--- src/rtl/weight_buffer_sequencer_pkg.sv ---
// Shared types and default sizing for the weight-buffer row sequencer.
package weight_seq_pkg;

  localparam int unsigned DEFAULT_ADDR_WIDTH   = 6;
  localparam int unsigned DEFAULT_READ_LATENCY = 2;
  localparam int unsigned DEFAULT_PASS_WIDTH   = 8;

  typedef enum logic [1:0] {
    IDLE  = 2'd0,
    ISSUE = 2'd1,
    DRAIN = 2'd2,
    DONE  = 2'd3
  } state_e;

endpackage

--- src/rtl/weight_buffer_sequencer_if.sv ---
// Control and weight-buffer signals of the sequencer; slave is the sequencer side.
interface weight_buffer_sequencer_if
  import weight_seq_pkg::*;
#(
  parameter int unsigned ADDR_WIDTH = DEFAULT_ADDR_WIDTH,
  parameter int unsigned PASS_WIDTH = DEFAULT_PASS_WIDTH
);

  logic                  start;
  logic [ADDR_WIDTH-1:0] last_row;
  logic [PASS_WIDTH-1:0] num_passes;
  logic                  pause;
  logic [ADDR_WIDTH-1:0] index;
  logic                  w_valid;
  logic                  w_last_row;
  logic [PASS_WIDTH-1:0] pass_count;
  logic                  busy;
  logic                  done;

  modport master (
    output start, last_row, num_passes, pause,
    input  index, w_valid, w_last_row, pass_count, busy, done
  );

  modport slave (
    input  start, last_row, num_passes, pause,
    output index, w_valid, w_last_row, pass_count, busy, done
  );

endinterface

--- src/rtl/weight_buffer_sequencer_delay.sv ---
// DEPTH-stage shift register carrying the (valid, last_row) issue flags.
module valid_delay_line
  import weight_seq_pkg::*;
#(
  parameter int unsigned DEPTH = DEFAULT_READ_LATENCY
) (
  input  logic       clk,
  input  logic       reset,
  input  logic [1:0] in_i,
  output logic [1:0] out_o
);

  logic [1:0] pipe_q [DEPTH];

  always_ff @(posedge clk) begin
    if (reset) begin
      for (int unsigned i = 0; i < DEPTH; i++) begin
        pipe_q[i] <= '0;
      end
    end else begin
      pipe_q[0] <= in_i;
      for (int unsigned i = 1; i < DEPTH; i++) begin
        pipe_q[i] <= pipe_q[i-1];
      end
    end
  end

  assign out_o = pipe_q[DEPTH-1];

endmodule

--- src/rtl/weight_buffer_sequencer.sv ---
// Issues weight-buffer row indices 0..last_row for num_passes passes and flags
// returning data READ_LATENCY cycles later.
module weight_buffer_sequencer
  import weight_seq_pkg::*;
#(
  parameter int unsigned ADDR_WIDTH   = DEFAULT_ADDR_WIDTH,
  parameter int unsigned READ_LATENCY = DEFAULT_READ_LATENCY,
  parameter int unsigned PASS_WIDTH   = DEFAULT_PASS_WIDTH
) (
  input  logic                      clk,
  input  logic                      reset,
  weight_buffer_sequencer_if.slave  bus
);

  localparam int unsigned DW = (READ_LATENCY > 1) ? $clog2(READ_LATENCY) : 1;

  state_e                state_q, state_d;
  logic [ADDR_WIDTH-1:0] row_q, row_d;
  logic [ADDR_WIDTH-1:0] index_q, index_d;
  logic [ADDR_WIDTH-1:0] last_row_q, last_row_d;
  logic [PASS_WIDTH-1:0] pass_q, pass_d;
  logic [PASS_WIDTH-1:0] pass_end_q, pass_end_d;
  logic [DW-1:0]         drain_q, drain_d;

  logic issue;
  logic at_last_row;
  logic final_issue;
  logic [1:0] dly_out;

  assign issue       = (state_q == ISSUE) && !bus.pause;
  assign at_last_row = (row_q == last_row_q);
  assign final_issue = issue && at_last_row && (pass_q == pass_end_q);

  always_comb begin
    state_d    = state_q;
    row_d      = row_q;
    index_d    = index_q;
    last_row_d = last_row_q;
    pass_d     = pass_q;
    pass_end_d = pass_end_q;
    drain_d    = drain_q;

    unique case (state_q)
      IDLE: begin
        if (bus.start) begin
          last_row_d = bus.last_row;
          // Store the final pass number so zero passes collapses to one.
          pass_end_d = (bus.num_passes == '0) ? '0 : bus.num_passes - PASS_WIDTH'(1);
          row_d      = '0;
          pass_d     = '0;
          state_d    = ISSUE;
        end
      end
      ISSUE: begin
        if (issue) begin
          index_d = row_q;
          if (at_last_row) begin
            row_d = '0;
            if (final_issue) begin
              drain_d = '0;
              state_d = DRAIN;
            end else begin
              pass_d = pass_q + PASS_WIDTH'(1);
            end
          end else begin
            row_d = row_q + ADDR_WIDTH'(1);
          end
        end
      end
      DRAIN: begin
        if (drain_q == DW'(READ_LATENCY - 1)) begin
          state_d = DONE;
        end else begin
          drain_d = drain_q + DW'(1);
        end
      end
      DONE: begin
        index_d = '0;
        state_d = IDLE;
      end
      default: state_d = IDLE;
    endcase
  end

  always_ff @(posedge clk) begin
    if (reset) begin
      state_q    <= IDLE;
      row_q      <= '0;
      index_q    <= '0;
      last_row_q <= '0;
      pass_q     <= '0;
      pass_end_q <= '0;
      drain_q    <= '0;
    end else begin
      state_q    <= state_d;
      row_q      <= row_d;
      index_q    <= index_d;
      last_row_q <= last_row_d;
      pass_q     <= pass_d;
      pass_end_q <= pass_end_d;
      drain_q    <= drain_d;
    end
  end

  valid_delay_line #(
    .DEPTH(READ_LATENCY)
  ) u_delay (
    .clk   (clk),
    .reset (reset),
    .in_i  ({issue, issue && at_last_row}),
    .out_o (dly_out)
  );

  assign bus.index      = index_q;
  assign bus.w_valid    = dly_out[1];
  assign bus.w_last_row = dly_out[0];
  assign bus.pass_count = pass_q;
  assign bus.busy       = (state_q != IDLE);
  assign bus.done       = (state_q == DONE);

endmodule

--- src/flat_wrapper.sv ---
// flat-port wrapper written by rule: the top's interface ports become plain ports
module weight_buffer_sequencer_flat import weight_seq_pkg::*;
#(
  parameter int unsigned ADDR_WIDTH   = DEFAULT_ADDR_WIDTH,
  parameter int unsigned READ_LATENCY = DEFAULT_READ_LATENCY,
  parameter int unsigned PASS_WIDTH   = DEFAULT_PASS_WIDTH
)
  (clk, reset, bus_start, bus_last_row, bus_num_passes, bus_pause, bus_index, bus_w_valid, bus_w_last_row, bus_pass_count, bus_busy, bus_done);
  weight_buffer_sequencer_if #(.ADDR_WIDTH(ADDR_WIDTH), .PASS_WIDTH(PASS_WIDTH)) bus_i ();
  input  logic clk;
  input  logic reset;
  input wire logic [$bits(bus_i.start)-1:0] bus_start;
  input wire logic [$bits(bus_i.last_row)-1:0] bus_last_row;
  input wire logic [$bits(bus_i.num_passes)-1:0] bus_num_passes;
  input wire logic [$bits(bus_i.pause)-1:0] bus_pause;
  output wire logic [$bits(bus_i.index)-1:0] bus_index;
  output wire logic [$bits(bus_i.w_valid)-1:0] bus_w_valid;
  output wire logic [$bits(bus_i.w_last_row)-1:0] bus_w_last_row;
  output wire logic [$bits(bus_i.pass_count)-1:0] bus_pass_count;
  output wire logic [$bits(bus_i.busy)-1:0] bus_busy;
  output wire logic [$bits(bus_i.done)-1:0] bus_done;
  assign bus_i.start = bus_start;
  assign bus_i.last_row = bus_last_row;
  assign bus_i.num_passes = bus_num_passes;
  assign bus_i.pause = bus_pause;
  assign bus_index = bus_i.index;
  assign bus_w_valid = bus_i.w_valid;
  assign bus_w_last_row = bus_i.w_last_row;
  assign bus_pass_count = bus_i.pass_count;
  assign bus_busy = bus_i.busy;
  assign bus_done = bus_i.done;
  weight_buffer_sequencer #(.ADDR_WIDTH(ADDR_WIDTH), .READ_LATENCY(READ_LATENCY), .PASS_WIDTH(PASS_WIDTH)) u_core (.clk(clk), .reset(reset), .bus(bus_i));
endmodule
--- config.mk ---
export PLATFORM = sky130hd
export DESIGN_NAME = weight_buffer_sequencer_flat
export DESIGN_NICKNAME = d
export VERILOG_FILES = /design/src/rtl/weight_buffer_sequencer_pkg.sv /design/src/rtl/weight_buffer_sequencer_if.sv /design/src/rtl/weight_buffer_sequencer_delay.sv /design/src/rtl/weight_buffer_sequencer.sv /design/src/flat_wrapper.sv
export SDC_FILE = /design/constraint.sdc
export NUM_CORES = 1
export LEC_CHECK = 0
export CAP_MARGIN = 20
export CORE_AREA = 3 3 79 96
export CTS_CLUSTER_SIZE = 20
export DETAILED_ROUTE_END_ITERATION = 7
export DIE_AREA = 0 0 82 99
export GPL_TIMING_DRIVEN = 0
export PLACE_DENSITY = 0.56
export SYNTH_ARGS = -nofsm -noshare
export SYNTH_HDL_FRONTEND = slang
export SYNTH_SLANG_ARGS = --single-unit
--- constraint.sdc ---
create_clock -name clk -period 2.6 [get_ports clk]
set_clock_uncertainty 0.15 [all_clocks]
set_input_delay 0.39 -clock clk [delete_from_list [all_inputs] [get_ports clk]]
set_output_delay 0.39 -clock clk [all_outputs]
set_load 0.005 [all_outputs]
==> flow_summary.toml, run 1 <==
[outcome]
outcome = "completed"

[pwr]
ir_drop_mv = 0.289
power_frac_seq = 0.361
comb_power_share = 0.388
clockPowerShare = 0.250
p_sw_w = 0.000787
p_per_area_nw_per_um2 = 834
p_int_w = 0.00138
p_leak_nw = 1.04
swShare = 0.363

[min_path]
worstHoldStart = "u_core.u_delay.pipe_q[0][0]"
whs_endpoint = "u_core.u_delay.pipe_q[0][2]"
holdCritPathClass = "flop to flop"
worstHoldPathCells = 1

[layout]
area_growth_pct = 29.9
antennaDiodeCount = 0
nets = 298
final_common_cell = "dfxtp_1"
n_fill_cell = 738
drive_gt1_frac = 0.0733
final_cell_mix = "dfxtp_1, clkdlybuf4s50_1, nor2_1"
fin_util = 0.384

[floorplan]
die-area_sq_um = 8120
io_pins = 36
initial_core_util = 0.296
fp.dieH_um = 99
design.core.area_sq_um = 6770
fp-row-count = 33
die_x_um = 82

[run]
drv_cap = 0

[yosys]
synth_fp_nets = 255
synthTopCellsByArea = "dfxtp_1, xor2_1, a22oi_1"
synth_seq_cells = 41
yosysWarnings = 0
synth_cell_type_count = 39
synthesis.area_sq_um = 2000
yosysTopAreaCell = "dfxtp_1"
netlist_instances = 229
syn_avg_cell_area_sq_um = 8.74
synth_top_area_frac = 0.410
ys_seq_area_frac = 0.410

[global_route]
grt_max_degree = 14
grt_overflow = 0
antenna_found_initial = 0
track_usage = 0.132
grt_first_pass_wirelength_mm = 8.31
grt_pass1_vias = 1769

[sta]
max_slew_margin = 0.513
rsz0062_at_grt = "no"
fin_crit_sh = 0.919
tightest_slew_ns = 0.727
period_minus_slack_ns = 2.39
finalSetupTns_ns = 0
setup_viol = 0
slew_violations = 0
hold_viol_final = 0
max_freq_mhz = 418

[worst_setup_path]
crit_chain = "inv_1, ha_2, nor2b_1, nor3b_4, a31oi_2, buf_6, or4_1, a21oi_1"
slowest_delay_ns = 0.50
path_max_fanout = 10
r2r-start = "u_core.state_q[1]"
cp-start-kind = "flop"
cp_slowest_cell = "or4_1"
cp-end-kind = "flop"
cp_data_arrival_time_ns = 2.47
crit_type = "flop to flop"
reg2regPathDepth = 8
reg2reg_slack_ns = 0.21
cp.required_ns = 2.68
r2r-end = "u_core.bus.pass_count[5]"

[clocking]
cts_sinks = 41
cts_tree = "yes"
h-tree-depth = 2
cts_buffer_depth = 2
root_buffer = "clkbuf_8"
clk_pin_slew_ns = 0.08
numCtsBuffers = 5
clk_latency_ns = 0.30

[placed_design]
gp_congestion = 0.749
hpwl_mm = 3.53
numPortBuffers = 35

[route]
vias_per_cell = 4.79
ant_nets = 0
wirelength_mm = 4.71
post-route-drc-count = 0
dr.pass1.iters = 4
via_count = 1724
routedWlPerCell_um = 13.1
drtIter0Drc = 85
## logic make-up (layout without fill, tap and decap cells)
family | Yosys count | count (layout) | synth area share
buffers and inverters | 16 | 60 | 0.0344
AND/OR/NAND/NOR | 94 | 94 | 0.241
multiplexers | 4 | 4 | 0.0200
adder cells (fa/ha/maj) | 8 | 8 | 0.0500
XOR/XNOR | 25 | 25 | 0.109
AO/OA/AOI/OAI | 41 | 41 | 0.135
flip-flops | 41 | 41 | 0.410
## critical path, delay by kind of cell (launching register included)
family,cells,cell delay [ns]
and+or+nand+nor,3,0.94
DFF,1,0.40
AOI/OAI and AO/OA,2,0.34
buffers and inverters,2,0.27
adders and majority gates,1,0.23
## per-stage QoR
step	instance area, sq um	setup slack, ns	cells	hold slack (ns)	total power [W]
after global placement	2460	-0.146	351	0.281	0.00160
after detailed placement	2460	-0.207	351	0.279	0.00161
after CTS	2590	0.136	360	0.296	0.00218
after floorplan	2000	0.271	229	0.264	0.00136
final	2600	0.210	360	0.291	0.00217
after global routing	2600	0.0290	360	0.301	0.00235
## how the worst max path moves through the flow
stage          cells past startpoint         startpoint                        to  slack (ns)
2_1_floorplan                      8  u_core.state_q[0]  u_core.bus.pass_count[5]        0.27
4_1_cts                            8  u_core.state_q[0]  u_core.bus.pass_count[5]        0.14
3_5_place_dp                       7          bus_start  u_core.bus.pass_count[5]       -0.21
5_1_grt                            8  u_core.state_q[1]  u_core.bus.pass_count[5]        0.03
3_3_place_gp                       7          bus_start  u_core.bus.pass_count[5]       -0.15
6_report                           8  u_core.state_q[1]  u_core.bus.pass_count[5]        0.21
## cells in the mapped netlist
library cell	number
a2111oi_0	1
nor3_1	3
nor4_1	6
xor2_1	22
nor4_2	1
and4_1	1
and3_1	3
or4_1	5
buf_6	1
nand2_1	23
or2b_1	1
o311ai_0	1
a31oi_1	1
buf_2	1
nand3_1	4
o21ai_0	4
and3b_1	1
xnor2_1	3
ha_1	8
a211oi_1	1
o31ai_1	3
nor2_2	1
nor3b_4	1
a22oi_1	14
nor2b_1	3
or2_2	1
o21ai_1	1
a31oi_2	1
nor2_1	28
inv_1	9
clkbuf_1	5
and2_0	1
or3_1	2
mux2i_1	4
dfxtp_1	41
a21oi_1	13
a31o_2	1
nand2b_1	4
nand4_1	5
## layer usage
layer | share of wire | global-route usage | vias up
met2 | 0.51 | 0.225 | 29
met3 | 0.033 | 0.0293 | 7
met4 | 0.019 | 0.0499 | 0
met5 | 0 | 0 | -
li1 | - | - | 887
met1 | 0.44 | 0.157 | 801
## final cells by class
cell class / instances / area, sq um / share of cell area
Buffer: 7 / 35.0 / 0.0135
Clock buffer: 6 / 82.6 / 0.0318
Clock inverter: 2 / 37.5 / 0.0144
Inverter: 9 / 33.8 / 0.0130
Multi-Input combinational cell: 172 / 1120 / 0.432
Sequential cell: 41 / 821 / 0.316
Tap cell: 87 / 109 / 0.0419
Timing Repair Buffer: 36 / 358 / 0.138
## power groups by stage
stage	Sequential, W	Clock [W]	Combinational (W)
detailed placement	0.000798	0	0.000810
global placement	0.000798	0	0.000798
global route	0.000798	0.000580	0.000967
CTS	0.000785	0.000558	0.000833
finish	0.000783	0.000543	0.000842
floorplan	0.000777	0	0.000583
## registers in the layout (all words and copies together) (netlist names)
name and cells:
u_core.bus.index 6, u_core.drain_q 1, u_core.state_q 2, u_core.pass_end_q 8
u_core.u_delay.pipe_q 4, u_core.bus.pass_count 8, u_core.last_row_q 6, u_core.row_q 6
## timing repair
item	4_1_cts	5_1_grt
resized for setup	0	3
setup endpoints to repair	3	3
pin swaps	1	0
hold buffers	0	0
setup buffers	1	0
endpoints found under the hold margin	0	0
Note: power is estimated with default switching activity, not from simulation.
==> run 2, diff against run 1 <==
- CTS_BUF_LIST: not set -> sky130_fd_sc_hd__clkbuf_4
==> run 2 against run 1 <==
  * Global-route usage fell by 0.15 points
  * Fmax fell by 0.43%
  * Largest cell class unchanged
  * Combinational power fell by 0.6%
  * Clock power fell by 24%
  * Non-clock buffer count did not move
  * Routed wire length fell by 2.2%
  * Via count fell by 1.4%
  * Worst setup slack got worse by 0.010 ns
  * Count of clock-buffer cells in the layout fell by 1
==> flow_summary.toml, run 2 (synthesis gave the netlist of run 1 again) <==
[outcome]
outcome = "completed"

[sta]
slew_violations = 0
setup_viol = 0
tightest_slew_ns = 0.722
holdWs_ns = 0.302
period_minus_slack_ns = 2.40
hold_viol_final = 0
max_slew_margin = 0.517
max_freq_mhz = 417
rsz0062_at_grt = "no"
fin_crit_sh = 0.923

[global_route]
grt_max_degree = 14
track_usage = 0.130
grt_first_pass_wirelength_mm = 8.22
grt_pass1_vias = 1767
grt_overflow = 0
antenna_found_initial = 0

[floorplan]
initial_core_util = 0.296
design.core.area_sq_um = 6770
die_x_um = 82
fp-row-count = 33
io_pins = 36
fp.dieH_um = 99
die-area_sq_um = 8120

[run]
drv_cap = 0

[route]
routedWlPerCell_um = 12.8
ant_nets = 0
vias_per_cell = 4.72
via_count = 1700
wirelength_mm = 4.61
drtIter0Drc = 60
dr.pass1.iters = 4
post-route-drc-count = 0

[pwr]
clockPowerShare = 0.203
comb_power_share = 0.412
swShare = 0.377
p_int_w = 0.00127
ir_drop_mv = 0.273
p_leak_nw = 1.02
p_per_area_nw_per_um2 = 795
power_frac_seq = 0.385
p_sw_w = 0.000767

[worst_setup_path]
slowest_delay_ns = 0.50
crit_chain = "inv_1, ha_2, nor2b_1, nor3b_4, a31oi_2, buf_6, or4_1, a21oi_1"
crit_type = "flop to flop"
cp-start-kind = "flop"
cpLargestDelayFamily = "simple AND/OR/NAND/NOR gates"
cp-startpoint = "u_core.state_q[1]"
cp.required_ns = 2.74
cp_data_arrival_time_ns = 2.54
cp-end-kind = "flop"
path_max_fanout = 10
cp_slowest_cell = "or4_1"
cp_num_buf_inv = 2
r2r-start = "u_core.state_q[1]"

[min_path]
worstHoldStart = "u_core.u_delay.pipe_q[0][0]"
holdCritPathClass = "flop to flop"

[clocking]
cts_buffer_depth = 2
ctsHoldBuffers = 0
numCtsBuffers = 5
clk_pin_slew_ns = 0.13
cts_tree = "yes"
h-tree-depth = 2
cts_sinks = 41
clk_latency_ns = 0.35
root_buffer = "clkbuf_4"

[placed_design]
numPortBuffers = 35
place_area_sq_um = 2460
hpwl_mm = 3.53
gp_congestion = 0.749
place_inst = 351

[layout]
final_cell_mix = "dfxtp_1, clkdlybuf4s50_1, nor2_1"
drive_gt1_frac = 0.0696
antennaDiodeCount = 0
seqCellArea_sq_um = 821
area_growth_pct = 27.8
multi_input_area_sq_um = 1120
final_common_cell = "dfxtp_1"
n_fill_cell = 741
instances_no_fill = 360
nets = 298
finish.instance_area_sq_um = 2560
run 2: what timing repair did:
| action | 4_1_cts | 5_1_grt |
|---|---|---|
| resized for setup | 0 | 3 |
| buffers inserted | 1 | 0 |
| endpoints found under the setup margin | 3 | 3 |
| pin swaps | 1 | 0 |
run 2: final timing paths:
| kind | to | slack, ns | depth (start not counted) |
|---|---|---|---|
| worst max register to register | u_core.bus.pass_count[5] | 0.20 | 8 |
| worst max-delay path | u_core.bus.pass_count[5] | 0.20 | 8 |
| worst min register to register | u_core.u_delay.pipe_q[0][2] | 0.30 | 1 |
| worst min-delay path | u_core.u_delay.pipe_q[0][2] | 0.30 | 1 |
run 2: layout make-up:
type | count | area share
multi-input cells | 172 | 0.439
flip-flops and latches | 41 | 0.321
repair buffers | 36 | 0.140
well taps | 87 | 0.0425
clock inverters | 3 | 0.0161
clock buffers | 5 | 0.0147
plain buffers | 7 | 0.0137
inverters | 9 | 0.0132
run 2: power groups by stage:
stage	Combinational, W	Sequential [W]	Clock, W
after floorplan	0.000583	0.000777	0
after CTS	0.000831	0.000784	0.000431
final	0.000837	0.000783	0.000413
after global routing	0.000965	0.000798	0.000455
after detailed placement	0.000810	0.000798	0
after global placement	0.000798	0.000798	0
run 2: layer usage:
layer	track usage	share of wire
met5	0	0
met4	0.0460	0.018
met3	0.0293	0.030
met2	0.222	0.51
met1	0.157	0.45
run 2: metrics by stage:
stage                     utilization  setup TNS, ns  total power (W)  worst slack (ns)
after floorplan                     -              0          0.00136             0.271
after global placement          0.363         -0.354          0.00160            -0.146
after detailed placement        0.363         -0.494          0.00161            -0.207
after CTS                       0.376              0          0.00205             0.139
after global routing            0.378              0          0.00222            0.0412
final                           0.378              0          0.00203             0.200
==> run 3, diff against run 2 <==
- CORE_AREA: 3 3 79 96 -> 5 5 81 98
- DIE_AREA: 0 0 82 99 -> 0 0 86 103
==> run 3 against run 2 <==
  * Flip-flop and latch count unchanged
  * Final cell count rose by 0.83%
  * Routed wire length grew 0.78%
  * Global-route usage fell by 1.8 points
  * Hold slack lost 0.0032 ns
  * Power fell by 4.8%
  * Clock power is 23% lower
  * First-iteration DRC count rose by 35%
  * Via count rose by 1.2%
  * Design area down 0.78%
  * Highest routed layer unchanged
==> flow_summary.toml, run 3 (synthesis gave the netlist of run 1 again) <==
[placed_design]
dp_slack_ns = -0.176
gp_congestion = 0.748
numPortBuffers = 35
hpwl_mm = 3.64

[sta]
finalSetupTns_ns = 0
rsz0062_at_grt = "no"
fin_crit_sh = 0.920
max_slew_margin = 0.545
setup_viol = 0
period_minus_slack_ns = 2.39
slew_violations = 0
fin_ws_ns = 0.208
hold_viol_final = 0
max_freq_mhz = 418
tightest_slew_ns = 0.680

[route]
via_count = 1720
routedWlPerCell_um = 12.8
drtIter0Drc = 81
wirelength_mm = 4.64
vias_per_cell = 4.74
ant_nets = 0
post-route-drc-count = 0
dr.pass1.iters = 4

[global_route]
grt_max_degree = 13
grt_overflow = 0
antenna_found_initial = 0
top_usage_layer = "met2"
met1_usage = 0.130
track_usage = 0.113
met3_usage = 0.0264
grtUsageMet2 = 0.198
grt_first_pass_wirelength_mm = 7.90
grt_pass1_vias = 1694

[floorplan]
die_x_um = 86
io_pins = 36
fp.dieH_um = 103
design.core.area_sq_um = 7020
initial_core_util = 0.285
fp-row-count = 34
die-area_sq_um = 8860

[pwr]
ir_drop_mv = 0.310
comb_power_share = 0.432
power_frac_seq = 0.404
swShare = 0.390
total_power_w = 0.00194
p_leak_nw = 1.01
clockPowerShare = 0.164
p_per_area_nw_per_um2 = 762
p_int_w = 0.00118
p_sw_w = 0.000754

[clocking]
clk_pin_slew_ns = 0.12
root_buffer = "clkbuf_4"
ctsHoldBuffers = 0
numCtsBuffers = 5
h-tree-depth = 2
cts_sinks = 41
clk_latency_ns = 0.35
cts_buffer_depth = 2
cts_tree = "yes"

[layout]
nets = 298
drive_gt1_frac = 0.0733
final_common_cell = "dfxtp_1"
fin_util = 0.362
antennaDiodeCount = 0
area_growth_pct = 26.8
final_cell_mix = "dfxtp_1, clkdlybuf4s50_1, nor2_1"

[run]
drv_cap = 0

[outcome]
outcome = "completed"

[min_path]
worstHoldPathCells = 1
holdCritPathClass = "flop to flop"

[worst_setup_path]
path_max_fanout = 10
cp-end-kind = "flop"
cp-start-kind = "flop"
cp_data_arrival_time_ns = 2.53
cp.required_ns = 2.73
crit_type = "flop to flop"
reg2regPathDepth = 8
-- run 3: per-layer routing --
layer	wire (um)	share of wire
met4	96	0.021
met5	0	0
met1	2000	0.43
met2	2380	0.51
met3	166	0.036
-- run 3: area by class of cell --
type                            count  area [sq um]
Buffer                              7          35.0
Clock buffer                        6          45.0
Clock inverter                      2          10.0
Fill cell                         765          4480
Inverter                            9          33.8
Multi-Input combinational cell    172          1120
Sequential cell                    41           821
Tap cell                           90           113
Timing Repair Buffer               36           358
-- run 3: worst paths after layout --
path	from	end	slack, ns
setup reg to reg	u_core.state_q[0]	u_core.bus.pass_count[5]	0.21
setup / recovery	u_core.state_q[0]	u_core.bus.pass_count[5]	0.21
hold / removal	u_core.u_delay.pipe_q[0][1]	u_core.u_delay.pipe_q[0][3]	0.30
hold reg to reg	u_core.u_delay.pipe_q[0][1]	u_core.u_delay.pipe_q[0][3]	0.30
-- run 3: repair_timing --
action                     CTS  global route
resized for setup            0             3
setup endpoints to repair    3             3
setup buffers                1             0
pin swaps                    1             0
cloned                       0             0
-- run 3: through the flow --
step           instances  hold WS, ns  instance area, sq um
6_report             363        0.299                  2540
4_1_cts              363        0.302                  2530
3_5_place_dp         354        0.274                  2460
2_1_floorplan        229        0.264                  2000
3_3_place_gp         354        0.282                  2460
5_1_grt              363        0.309                  2540
-- run 3: power by group through the flow --
stage | Clock [W] | Sequential, W | Combinational [W]
5_1_grt | 0.000358 | 0.000793 | 0.000946
6_report | 0.000317 | 0.000783 | 0.000835
4_1_cts | 0.000335 | 0.000784 | 0.000836
3_3_place_gp | 0 | 0.000797 | 0.000802
3_5_place_dp | 0 | 0.000798 | 0.000817
2_1_floorplan | 0 | 0.000777 | 0.000583
-- run 3: worst max-delay path: stages (launching register included) --
cell and delay [ns]:
dfxtp_1 0.39, inv_1 0.09, ha_2 0.24, nor2b_1 0.19
nor3b_4 0.25, a31oi_2 0.18, buf_6 0.18, or4_1 0.49
a21oi_1 0.17
